[config.mk]
export PLATFORM = sky130hd
export DESIGN_NAME = udp_tx_stream_arbiter_flat
export DESIGN_NICKNAME = d
export VERILOG_FILES = /design/src/rtl/udp_tx_stream_arbiter_pkg.sv /design/src/rtl/udp_tx_stream_arbiter_if.sv /design/src/rtl/udp_tx_stream_arbiter_rr_picker.sv /design/src/rtl/udp_tx_stream_arbiter.sv /design/src/flat_wrapper.sv
export SDC_FILE = /design/constraint.sdc
export NUM_CORES = 1
export LEC_CHECK = 0
export CORE_AREA = 5 5 733 735
export DETAILED_ROUTE_END_ITERATION = 8
export DIE_AREA = 0 0 738 740
export HOLD_SLACK_MARGIN = 0.15
export PLACE_DENSITY_LB_ADDON = 0.08
export SLEW_MARGIN = 40
export SYNTH_ARGS = -nofsm -noshare
export SYNTH_HDL_FRONTEND = slang
export SYNTH_SLANG_ARGS = --single-unit
[constraint.sdc]
create_clock -name clk -period 1.9 [get_ports clk]
set_input_delay 0.38 -clock clk [delete_from_list [all_inputs] [get_ports clk]]
set_output_delay 0.38 -clock clk [all_outputs]
set_load 0.01 [all_outputs]
[src/rtl/udp_tx_stream_arbiter_pkg.sv]
// udp_tx_arb_pkg: shared types for the UDP Tx stream arbiter.
//   arb_state_e : arbiter FSM states (IDLE -> META -> DATA -> IDLE)
//   ch_w()      : channel-index width for a given channel count
//   udp_meta_t  : UDP Tx meta bundle, field order as seen by the core wrapper
package udp_tx_arb_pkg;

  typedef enum logic [1:0] {
    IDLE = 2'd0,
    META = 2'd1,
    DATA = 2'd2
  } arb_state_e;

  function automatic int ch_w(input int n);
    return (n > 1) ? $clog2(n) : 1;
  endfunction

  typedef struct packed {
    logic [15:0] data_len;
    logic [31:0] ip_addr;
    logic [15:0] dst_port;
    logic [15:0] src_port;
  } udp_meta_t;

endpackage

[src/rtl/udp_tx_stream_arbiter_if.sv]
// udp_tx_stream_arbiter_if: N lanes of UDP Tx meta + data stream, flattened
// per lane (lane i at [i*W +: W]).
//   master modport : stream source (drives valid/payload, takes ready)
//   slave modport  : stream sink   (takes valid/payload, drives ready)
interface udp_tx_stream_arbiter_if #(
  parameter int N              = 1,
  parameter int DATA_WIDTH     = 256,
  parameter int KEEP_WIDTH     = 32,
  parameter int IP_ADDR_WIDTH  = 32,
  parameter int UDP_PORT_WIDTH = 16,
  parameter int UDP_LEN_WIDTH  = 16
);

  logic [N-1:0]                udp_meta_valid;
  logic [N-1:0]                udp_meta_ready;
  logic [N*IP_ADDR_WIDTH-1:0]  udp_meta_ip_addr;
  logic [N*UDP_PORT_WIDTH-1:0] udp_meta_dst_port;
  logic [N*UDP_PORT_WIDTH-1:0] udp_meta_src_port;
  logic [N*UDP_LEN_WIDTH-1:0]  udp_meta_data_len;

  logic [N-1:0]                data_stream_tvalid;
  logic [N-1:0]                data_stream_tready;
  logic [N*DATA_WIDTH-1:0]     data_stream_tdata;
  logic [N*KEEP_WIDTH-1:0]     data_stream_tkeep;
  logic [N-1:0]                data_stream_tfirst;
  logic [N-1:0]                data_stream_tlast;

  modport master (
    output udp_meta_valid, udp_meta_ip_addr, udp_meta_dst_port,
           udp_meta_src_port, udp_meta_data_len,
    input  udp_meta_ready,
    output data_stream_tvalid, data_stream_tdata, data_stream_tkeep,
           data_stream_tfirst, data_stream_tlast,
    input  data_stream_tready
  );

  modport slave (
    input  udp_meta_valid, udp_meta_ip_addr, udp_meta_dst_port,
           udp_meta_src_port, udp_meta_data_len,
    output udp_meta_ready,
    input  data_stream_tvalid, data_stream_tdata, data_stream_tkeep,
           data_stream_tfirst, data_stream_tlast,
    output data_stream_tready
  );

endinterface

[src/rtl/udp_tx_stream_arbiter_rr_picker.sv]
// udp_rr_picker: combinational round-robin search.
//   req    : request vector
//   rr_ptr : last served channel; search starts at rr_ptr+1 (mod NUM_CH)
//   found  : any request present
//   idx    : first requesting channel in search order
module udp_rr_picker
  import udp_tx_arb_pkg::*;
#(
  parameter  int NUM_CH = 4,
  localparam int CH_W   = ch_w(NUM_CH)
) (
  input  logic [NUM_CH-1:0] req,
  input  logic [CH_W-1:0]   rr_ptr,
  output logic              found,
  output logic [CH_W-1:0]   idx
);

  int unsigned c;

  always_comb begin
    found = 1'b0;
    idx   = '0;
    c     = 0;
    for (int unsigned i = 1; i <= NUM_CH; i++) begin
      c = (32'(rr_ptr) + i) % NUM_CH;
      if (!found && req[c]) begin
        found = 1'b1;
        idx   = CH_W'(c);
      end
    end
  end

endmodule

[src/rtl/udp_tx_stream_arbiter.sv]
// udp_tx_stream_arbiter: packet-atomic round-robin sharing of the core's
// single UDP Tx input (meta + data stream) between NUM_CH requesters.
//   clk, reset_n : clock, asynchronous active-low reset
//   s            : NUM_CH requester lanes (slave side)
//   m            : single lane towards the core (master side)
//   grant_valid  : a channel owns the core (META or DATA)
//   grant_id     : owning channel
//   len_err      : one-cycle pulse after tlast when summed tkeep bytes differ
//                  from the packet's data_len; only with UDP_TX_ARB_LEN_CHECK_EN
//                  defined, otherwise tied 0
module udp_tx_stream_arbiter
  import udp_tx_arb_pkg::*;
#(
  parameter  int NUM_CH         = 4,
  parameter  int DATA_WIDTH     = 256,
  parameter  int KEEP_WIDTH     = 32,
  parameter  int IP_ADDR_WIDTH  = 32,
  parameter  int UDP_PORT_WIDTH = 16,
  parameter  int UDP_LEN_WIDTH  = 16,
  localparam int CH_W           = ch_w(NUM_CH)
) (
  input  logic                   clk,
  input  logic                   reset_n,
  udp_tx_stream_arbiter_if.slave  s,
  udp_tx_stream_arbiter_if.master m,
  output logic                   grant_valid,
  output logic [CH_W-1:0]        grant_id,
  output logic                   len_err
);

  localparam logic [1:0]      ST_IDLE  = IDLE;
  localparam logic [1:0]      ST_META  = META;
  localparam logic [1:0]      ST_DATA  = DATA;
  localparam logic [CH_W-1:0] RR_RESET = CH_W'(NUM_CH - 1);

  logic [1:0]      state;
  logic [CH_W-1:0] rr_ptr;
  logic            pick_found;
  logic [CH_W-1:0] pick_idx;
  logic            meta_hs;
  logic            data_hs;

  udp_rr_picker #(.NUM_CH(NUM_CH)) u_picker (
    .req    (s.udp_meta_valid),
    .rr_ptr (rr_ptr),
    .found  (pick_found),
    .idx    (pick_idx)
  );

  assign meta_hs     = m.udp_meta_valid[0] & m.udp_meta_ready[0];
  assign data_hs     = m.data_stream_tvalid[0] & m.data_stream_tready[0];
  assign grant_valid = (state != ST_IDLE);

  always_ff @(posedge clk or negedge reset_n) begin
    if (!reset_n) begin
      state    <= ST_IDLE;
      rr_ptr   <= RR_RESET;
      grant_id <= '0;
    end else begin
      case (state)
        ST_IDLE: if (pick_found) begin
          grant_id <= pick_idx;
          state    <= ST_META;
        end
        ST_META: if (meta_hs) begin
          state  <= ST_DATA;
          rr_ptr <= grant_id;
        end
        ST_DATA: if (data_hs && m.data_stream_tlast[0]) state <= ST_IDLE;
        default: state <= ST_IDLE;
      endcase
    end
  end

  // Payload follows grant_id at all times; only valid/ready are state-gated,
  // so meta and data can never be presented together.
  always_comb begin
    m.udp_meta_valid     = '0;
    m.udp_meta_ip_addr   = '0;
    m.udp_meta_dst_port  = '0;
    m.udp_meta_src_port  = '0;
    m.udp_meta_data_len  = '0;
    m.data_stream_tvalid = '0;
    m.data_stream_tdata  = '0;
    m.data_stream_tkeep  = '0;
    m.data_stream_tfirst = '0;
    m.data_stream_tlast  = '0;
    s.udp_meta_ready     = '0;
    s.data_stream_tready = '0;
    for (int unsigned c = 0; c < NUM_CH; c++) begin
      if (grant_id == CH_W'(c)) begin
        m.udp_meta_ip_addr   = s.udp_meta_ip_addr[c*IP_ADDR_WIDTH +: IP_ADDR_WIDTH];
        m.udp_meta_dst_port  = s.udp_meta_dst_port[c*UDP_PORT_WIDTH +: UDP_PORT_WIDTH];
        m.udp_meta_src_port  = s.udp_meta_src_port[c*UDP_PORT_WIDTH +: UDP_PORT_WIDTH];
        m.udp_meta_data_len  = s.udp_meta_data_len[c*UDP_LEN_WIDTH +: UDP_LEN_WIDTH];
        m.data_stream_tdata  = s.data_stream_tdata[c*DATA_WIDTH +: DATA_WIDTH];
        m.data_stream_tkeep  = s.data_stream_tkeep[c*KEEP_WIDTH +: KEEP_WIDTH];
        m.data_stream_tfirst = s.data_stream_tfirst[c];
        m.data_stream_tlast  = s.data_stream_tlast[c];
        if (state == ST_META) begin
          m.udp_meta_valid    = s.udp_meta_valid[c];
          s.udp_meta_ready[c] = m.udp_meta_ready[0];
        end
        if (state == ST_DATA) begin
          m.data_stream_tvalid    = s.data_stream_tvalid[c];
          s.data_stream_tready[c] = m.data_stream_tready[0];
        end
      end
    end
  end

`ifdef UDP_TX_ARB_LEN_CHECK_EN
  logic [UDP_LEN_WIDTH-1:0] byte_cnt;
  logic [UDP_LEN_WIDTH-1:0] len_latched;
  logic [UDP_LEN_WIDTH-1:0] byte_next;
  logic [UDP_LEN_WIDTH:0]   keep_cnt;
  logic [UDP_LEN_WIDTH:0]   sum_ext;

  // One extra bit catches the carry so the count saturates instead of wrapping.
  always_comb begin
    keep_cnt = '0;
    for (int unsigned k = 0; k < KEEP_WIDTH; k++)
      keep_cnt = keep_cnt + (UDP_LEN_WIDTH+1)'(m.data_stream_tkeep[k]);
    sum_ext   = {1'b0, byte_cnt} + keep_cnt;
    byte_next = sum_ext[UDP_LEN_WIDTH] ? '1 : sum_ext[UDP_LEN_WIDTH-1:0];
  end

  always_ff @(posedge clk or negedge reset_n) begin
    if (!reset_n) begin
      byte_cnt    <= '0;
      len_latched <= '0;
      len_err     <= 1'b0;
    end else begin
      len_err <= 1'b0;
      if (state == ST_META && meta_hs) begin
        byte_cnt    <= '0;
        len_latched <= m.udp_meta_data_len;
      end else if (state == ST_DATA && data_hs) begin
        byte_cnt <= byte_next;
        if (m.data_stream_tlast[0]) len_err <= (byte_next != len_latched);
      end
    end
  end
`else
  assign len_err = 1'b0;
`endif

endmodule

[src/flat_wrapper.sv]
// flat-port wrapper written by rule: the top's interface ports become plain ports
module udp_tx_stream_arbiter_flat import udp_tx_arb_pkg::*;
#(
  parameter  int NUM_CH         = 4,
  parameter  int DATA_WIDTH     = 256,
  parameter  int KEEP_WIDTH     = 32,
  parameter  int IP_ADDR_WIDTH  = 32,
  parameter  int UDP_PORT_WIDTH = 16,
  parameter  int UDP_LEN_WIDTH  = 16,
  localparam int CH_W           = ch_w(NUM_CH)
)
  (clk, reset_n, grant_valid, grant_id, len_err, s_udp_meta_valid, s_udp_meta_ip_addr, s_udp_meta_dst_port, s_udp_meta_src_port, s_udp_meta_data_len, s_udp_meta_ready, s_data_stream_tvalid, s_data_stream_tdata, s_data_stream_tkeep, s_data_stream_tfirst, s_data_stream_tlast, s_data_stream_tready, m_udp_meta_valid, m_udp_meta_ip_addr, m_udp_meta_dst_port, m_udp_meta_src_port, m_udp_meta_data_len, m_udp_meta_ready, m_data_stream_tvalid, m_data_stream_tdata, m_data_stream_tkeep, m_data_stream_tfirst, m_data_stream_tlast, m_data_stream_tready);
  udp_tx_stream_arbiter_if #(.N(NUM_CH), .DATA_WIDTH(DATA_WIDTH), .KEEP_WIDTH(KEEP_WIDTH), .IP_ADDR_WIDTH(IP_ADDR_WIDTH), .UDP_PORT_WIDTH(UDP_PORT_WIDTH), .UDP_LEN_WIDTH(UDP_LEN_WIDTH)) s_i ();
  udp_tx_stream_arbiter_if #(.N(1), .DATA_WIDTH(DATA_WIDTH), .KEEP_WIDTH(KEEP_WIDTH), .IP_ADDR_WIDTH(IP_ADDR_WIDTH), .UDP_PORT_WIDTH(UDP_PORT_WIDTH), .UDP_LEN_WIDTH(UDP_LEN_WIDTH)) m_i ();
  input  logic clk;
  input  logic reset_n;
  output logic grant_valid;
  output logic [CH_W-1:0] grant_id;
  output logic len_err;
  input wire logic [$bits(s_i.udp_meta_valid)-1:0] s_udp_meta_valid;
  input wire logic [$bits(s_i.udp_meta_ip_addr)-1:0] s_udp_meta_ip_addr;
  input wire logic [$bits(s_i.udp_meta_dst_port)-1:0] s_udp_meta_dst_port;
  input wire logic [$bits(s_i.udp_meta_src_port)-1:0] s_udp_meta_src_port;
  input wire logic [$bits(s_i.udp_meta_data_len)-1:0] s_udp_meta_data_len;
  output wire logic [$bits(s_i.udp_meta_ready)-1:0] s_udp_meta_ready;
  input wire logic [$bits(s_i.data_stream_tvalid)-1:0] s_data_stream_tvalid;
  input wire logic [$bits(s_i.data_stream_tdata)-1:0] s_data_stream_tdata;
  input wire logic [$bits(s_i.data_stream_tkeep)-1:0] s_data_stream_tkeep;
  input wire logic [$bits(s_i.data_stream_tfirst)-1:0] s_data_stream_tfirst;
  input wire logic [$bits(s_i.data_stream_tlast)-1:0] s_data_stream_tlast;
  output wire logic [$bits(s_i.data_stream_tready)-1:0] s_data_stream_tready;
  output wire logic [$bits(m_i.udp_meta_valid)-1:0] m_udp_meta_valid;
  output wire logic [$bits(m_i.udp_meta_ip_addr)-1:0] m_udp_meta_ip_addr;
  output wire logic [$bits(m_i.udp_meta_dst_port)-1:0] m_udp_meta_dst_port;
  output wire logic [$bits(m_i.udp_meta_src_port)-1:0] m_udp_meta_src_port;
  output wire logic [$bits(m_i.udp_meta_data_len)-1:0] m_udp_meta_data_len;
  input wire logic [$bits(m_i.udp_meta_ready)-1:0] m_udp_meta_ready;
  output wire logic [$bits(m_i.data_stream_tvalid)-1:0] m_data_stream_tvalid;
  output wire logic [$bits(m_i.data_stream_tdata)-1:0] m_data_stream_tdata;
  output wire logic [$bits(m_i.data_stream_tkeep)-1:0] m_data_stream_tkeep;
  output wire logic [$bits(m_i.data_stream_tfirst)-1:0] m_data_stream_tfirst;
  output wire logic [$bits(m_i.data_stream_tlast)-1:0] m_data_stream_tlast;
  input wire logic [$bits(m_i.data_stream_tready)-1:0] m_data_stream_tready;
  assign s_i.udp_meta_valid = s_udp_meta_valid;
  assign s_i.udp_meta_ip_addr = s_udp_meta_ip_addr;
  assign s_i.udp_meta_dst_port = s_udp_meta_dst_port;
  assign s_i.udp_meta_src_port = s_udp_meta_src_port;
  assign s_i.udp_meta_data_len = s_udp_meta_data_len;
  assign s_udp_meta_ready = s_i.udp_meta_ready;
  assign s_i.data_stream_tvalid = s_data_stream_tvalid;
  assign s_i.data_stream_tdata = s_data_stream_tdata;
  assign s_i.data_stream_tkeep = s_data_stream_tkeep;
  assign s_i.data_stream_tfirst = s_data_stream_tfirst;
  assign s_i.data_stream_tlast = s_data_stream_tlast;
  assign s_data_stream_tready = s_i.data_stream_tready;
  assign m_udp_meta_valid = m_i.udp_meta_valid;
  assign m_udp_meta_ip_addr = m_i.udp_meta_ip_addr;
  assign m_udp_meta_dst_port = m_i.udp_meta_dst_port;
  assign m_udp_meta_src_port = m_i.udp_meta_src_port;
  assign m_udp_meta_data_len = m_i.udp_meta_data_len;
  assign m_i.udp_meta_ready = m_udp_meta_ready;
  assign m_data_stream_tvalid = m_i.data_stream_tvalid;
  assign m_data_stream_tdata = m_i.data_stream_tdata;
  assign m_data_stream_tkeep = m_i.data_stream_tkeep;
  assign m_data_stream_tfirst = m_i.data_stream_tfirst;
  assign m_data_stream_tlast = m_i.data_stream_tlast;
  assign m_i.data_stream_tready = m_data_stream_tready;
  udp_tx_stream_arbiter #(.NUM_CH(NUM_CH), .DATA_WIDTH(DATA_WIDTH), .KEEP_WIDTH(KEEP_WIDTH), .IP_ADDR_WIDTH(IP_ADDR_WIDTH), .UDP_PORT_WIDTH(UDP_PORT_WIDTH), .UDP_LEN_WIDTH(UDP_LEN_WIDTH)) u_core (.clk(clk), .reset_n(reset_n), .s(s_i), .m(m_i), .grant_valid(grant_valid), .grant_id(grant_id), .len_err(len_err));
endmodule
==> results of run 1 <==
==> power breakdown <==
group	internal [uW]	switching (uW)
Combinational	22900	20900
Sequential	217	84.1
Clock	282	110
==> final timing paths <==
check	endpoint	slack (ns)	cells past startpoint
setup / recovery	m_udp_meta_data_len[13]	-0.84	7
hold / removal	u_core.grant_id[1]	0.46	2
setup reg to reg	u_core.rr_ptr[0]	-0.20	7
hold reg to reg	u_core.rr_ptr[0]	0.65	1
max in group asynchronous	u_core.rr_ptr[0]	1.18	2
min in group clk	u_core.rr_ptr[0]	0.65	1
==> state kept, by name, indices dropped and copies added, names as in the netlist <==
| name | count |
|---|---|
| u_core.rr_ptr | 2 |
| u_core.grant_id | 2 |
| u_core.state | 2 |
==> cells in the final DEF (no fill, tap or decap), types with 3 or more instances in the layout <==
| cell type | netlist | layout |
|---|---|---|
| nand2_1 | 9 | 8 |
| nand2b_1 | 5 | 3 |
| nor2_1 | 9 | 6 |
| dlymetal6s2s_1 | 0 | 58 |
| buf_8 | 0 | 25 |
| mux4_2 | 371 | 371 |
| mux2i_1 | 3 | 3 |
| buf_12 | 0 | 64 |
| buf_6 | 12 | 215 |
| clkdlybuf4s50_1 | 0 | 1496 |
| nor2b_1 | 3 | 3 |
| nor2_2 | 0 | 3 |
| clkbuf_16 | 0 | 23 |
| buf_2 | 57 | 28 |
| buf_4 | 15 | 222 |
| diode_2 | 0 | 82 |
| buf_16 | 0 | 19 |
| o21ai_0 | 4 | 4 |
| clkbuf_2 | 0 | 82 |
==> worst max-delay path: stages, from the launching register on <==
cell and delay, ns:
dfrtp_4 0.51, buf_6 0.14, buf_16 0.14, buf_12 0.18
buf_16 0.15, clkbuf_16 0.16, mux4_2 0.53, buf_12 0.19
==> metrics by stage <==
stage          setup TNS (ns)  worst slack, ns    util  instances
6_report              -238.06           -0.844  0.0772       9765
5_1_grt               -260.83           -0.895  0.0769       9695
4_1_cts               -285.74           -0.952  0.0715       9482
3_5_place_dp          -206.86           -0.752  0.0713       9473
3_3_place_gp          -205.92           -0.745  0.0713       9473
2_1_floorplan          -0.684         -0.00977       -        515
==> logic make-up after synthesis <==
family          count (synthesis)  share of synthesized area
flops                           6                     0.0163
mux                           376                      0.900
compound gates                 10                    0.00643
other cells                     1                   0.000401
buf+inv                        87                     0.0583
simple gates                   35                     0.0185
==> repair_timing <==
item	in CTS	in global routing
setup endpoints to repair	387	387
pin swaps	0	5
gates resized for setup	161	1003
cloned	2	22
setup buffers	3	184
==> layout make-up <==
class,count,share of cell area
inverters,1,0.0000916
well taps,7020,0.214
repair buffers,2230,0.562
flip-flops and latches,6,0.00391
multi-input cells,422,0.213
clock buffers,4,0.00192
diodes,82,0.00501
==> layer usage <==
metal,track usage,vias to the layer above,wire length [um]
li1,-,7034,-
met1,0.140,9006,137000
met2,0.222,1869,177000
met3,0.0889,824,58100
met4,0.00339,364,4270
met5,0,-,2390
==> results.toml, run 1 <==
[setup_path]
critPathMaxFanout = 8
arrival_ns = 2.36
critPathLaunchType = "flop"
startpoint = "u_core.grant_id[0]"
critical_path_class = "reg -> out"
crit_path_end_kind = "primary output"
required_ns = 1.52
crit-reg2reg-launch = "u_core.grant_id[0]"

[power_and_ir_drop]
ir_drop_mv = 0.358
power.density_nw_per_um2 = 1090
p_leak_uw = 0.0132
p_total_uw = 44500

[cts]
clkSlewWorstSetupHoldPaths_ns = 0.05
hold_buffers = 0
ctsLongestPathBuffers = 2
clock_sinks = 6
cts_root_buf = "clkbuf_16"
h-tree-depth = 1
numCtsBuffers = 3
cts_tree = "done"
insertion_delay_ns = 0.25

[detailed_routing]
dr.first_iter.drc_count = 810
routedWlPerCell_um = 38.8
first_pass_iters = 5
drcViolationCount = 0
routed_via_density = 1.96
via_count = 19100
wirelength_um = 379000
ant_nets = 0

[sta]
rsz0062_at_grt = "true"
finalClockSkew_ns = 0.0105
final-hold-violation-count = 0
hold_ws_ns = 0.462
setup_ws_ns = -0.844
drv_slew = 0
slew_headroom = 0.617
tightestPinTransition_ns = 0.569
min_period_ns = 2.74
fmax_mhz = 364
setup_viol = 387
period_share = 1.44

[yosys]
synth_most_common_cell = "mux4_2"
yosys.area.top_type = "mux4_2"
synth_common_cells = "mux4_2, buf_2, buf_4, buf_6"
synth_cells = 515
synth_area_leaders = "mux4_2, buf_2, buf_6, buf_4, dfrtp_1"
syn_nets = 2007
ys_seq_area_frac = 0.0163
yosysWarnings = 0
synth-seq-cells = 6
synthFlopType = "dfrtp_1"
synth-edff-count = 0
netlist.area_leader.share = 0.894
ys_types = 27
synth_area_per_cell_um2 = 18.1
synth_area_um2 = 9340
async_flop_share = 1.00

[job]
drv_cap = 0

[placement]
port_buffers = 1874
gp_congestion = 0.846
hpwl_um = 359000
placed_cell_area_um2 = 37800

[floorplan]
dieArea_um2 = 546000
core_um2 = 530000
fp.dieH_um = 740
start_util = 0.0176
ios = 1876
die_w_um = 738
row_count = 268

[global_routing]
grtUsageTotal = 0.131
grt_pass1_wl_um = 417000
antenna_found_initial = 549
grt_max_degree = 43
grt_pass1_vias = 18800
gr-total-overflow = 0

[final_layout]
fillers = 61900
areaGrowthSynthToFinish_pct = 339
register_area_um2 = 160
final_net_count = 4156
drive_gt1_frac = 0.400
stdcell_area_um2 = 41000
multi_input_area_um2 = 8710

[run_status]
violations = "setup timing"
status = "finished with violations"

[worst_hold_path]
hold_path.class = "in -> async"
Note: power is estimated with default switching activity, not from simulation.
==> inputs of run 2 (changes only) <==
--- a/config.mk
+++ b/config.mk
@@ -10,6 +10,7 @@
 export DIE_AREA = 0 0 738 740
 export HOLD_SLACK_MARGIN = 0.15
 export PLACE_DENSITY_LB_ADDON = 0.08
+export SKIP_LAST_GASP = 1
 export SLEW_MARGIN = 40
 export SYNTH_ARGS = -nofsm -noshare
 export SYNTH_HDL_FRONTEND = slang
==> results.toml, run 2 (synthesis gave the netlist of run 1 again) <==
[placement]
dpl.cell_count = 9473
pre_cts_ws_ns = -0.752
hpwl_um = 359000
gp_congestion = 0.846
port_buffers = 1874

[cts]
cts_root_buf = "clkbuf_16"
insertion_delay_ns = 0.25
clkSlewWorstSetupHoldPaths_ns = 0.05
hold_buffers = 0
ctsLongestPathBuffers = 2
h-tree-depth = 1
clock_sinks = 6
cts_tree = "done"
numCtsBuffers = 3

[power_and_ir_drop]
ir_drop_mv = 0.420
power.density_nw_per_um2 = 995
p_total_uw = 38600
p_leak_uw = 0.0119

[sta]
fmax_mhz = 356
setup_ws_ns = -0.906
setup_viol = 384
final-hold-violation-count = 0
drv_slew = 0
tightestPinTransition_ns = 0.595
rsz0062_at_grt = "true"
min_period_ns = 2.81
period_share = 1.48
finalClockSkew_ns = 0.00871
slew_headroom = 0.599

[floorplan]
row_count = 268
core_um2 = 530000
dieArea_um2 = 546000
ios = 1876
die_w_um = 738
start_util = 0.0176
fp.dieH_um = 740

[detailed_routing]
wirelength_um = 372000
first_pass_iters = 5
ant_nets = 0
drcViolationCount = 0
via_count = 18300
routedWlPerCell_um = 38.8
routed_via_density = 1.91
dr.first_iter.drc_count = 875

[final_layout]
areaGrowthSynthToFinish_pct = 315
drive_gt1_frac = 0.271
register_area_um2 = 160
fillers = 62000
multi_input_area_um2 = 8640
final_core_util = 0.0731
mostFrequentLayoutCells = "clkdlybuf4s50_1, mux4_2, buf_4, dlymetal6s2s_1, buf_12"
final_net_count = 3984
stdcell_count = 9597
reg_top3 = "u_core.grant_id x2, u_core.rr_ptr x2, u_core.state x2"
layout_commonest_cell = "clkdlybuf4s50_1"

[setup_path]
critPathBufInv = 3
required_ns = 1.52
reg2reg_depth = 5
critical_path_class = "reg -> out"
crit_path_end_kind = "primary output"
r2r_end = "u_core.rr_ptr[0]"
path_cells = "buf_12, buf_16, mux4_2, clkdlybuf4s50_1"
slowest_stage = "mux4_2"
critPathLaunchType = "flop"
slowest_delay_ns = 0.58
startpoint = "u_core.grant_id[0]"
arrival_ns = 2.43
rrSetupSlack_ns = -0.06
crit-reg2reg-launch = "u_core.grant_id[1]"
critPathMaxFanout = 13
crit_family = "buffers and inverters"

[job]
drv_cap = 0

[global_routing]
grt_pass1_wl_um = 417000
grt_pass1_vias = 18800
grt_max_degree = 43
gr-total-overflow = 0
antenna_found_initial = 544
grtUsageTotal = 0.131

[run_status]
status = "finished with violations"
violations = "setup timing"

[worst_hold_path]
hold_path.class = "in -> async"
run 2: cell types whose count changed in the layout (fill, tap and decap cells not counted), sizes merged:
cell           delta
buf             -280
clkdlybuf4s50   +146
clkbuf          -101
dlygate4sd2      +41
dlymetal6s2s     +22
diode             +4
run 2: stage by stage:
stage               hold slack (ns)  setup TNS, ns  instance area (um2)
floorplan                    0.0844         -0.684                 9340
global placement              0.647        -205.92                37800
detailed placement            0.647        -206.86                37800
CTS                           0.469        -301.10                38000
global route                  0.466        -282.43                38600
finish                        0.461        -253.36                38800
run 2: power by group:
part / internal, uW / switching (uW)
clock: 282 / 111
sequential: 217 / 85.5
combinational: 18900 / 19000
run 2: worst register-to-register path, stage by stage, from the launching register on:
cell and delay (ns):
dfrtp_4 0.43, buf_12 0.17, buf_4 0.20, mux4_2 0.54
nand3_1 0.18, mux2_2 0.35
run 2: repair_timing:
item	4_1_cts	5_1_grt
cloned	2	0
gates resized for setup	57	121
setup buffers	3	30
setup endpoints to repair	387	387
run 2: worst max-delay path by stage:
stage,to,slack [ns],cells after the start
2_1_floorplan,m_data_stream_tdata[0],-0.01,4
3_3_place_gp,m_udp_meta_src_port[0],-0.74,5
3_5_place_dp,m_udp_meta_src_port[0],-0.75,5
4_1_cts,m_udp_meta_ip_addr[28],-0.95,4
5_1_grt,m_udp_meta_data_len[14],-0.95,6
6_report,m_data_stream_tdata[6],-0.91,4
run 2: cell type report:
class	instances	area share
multi-input cells	422	0.223
inverters	1	0.0000968
diodes	86	0.00555
clock buffers	4	0.00203
repair buffers	2058	0.539
flip-flops and latches	6	0.00413
well taps	7020	0.227
run 2: metal layers:
metal | up-vias | track usage | share of wire
met5 | - | 0 | 0.0063
li1 | 6680 | - | -
met4 | 360 | 0.00438 | 0.011
met2 | 1841 | 0.222 | 0.47
met3 | 792 | 0.0879 | 0.15
met1 | 8616 | 0.141 | 0.36
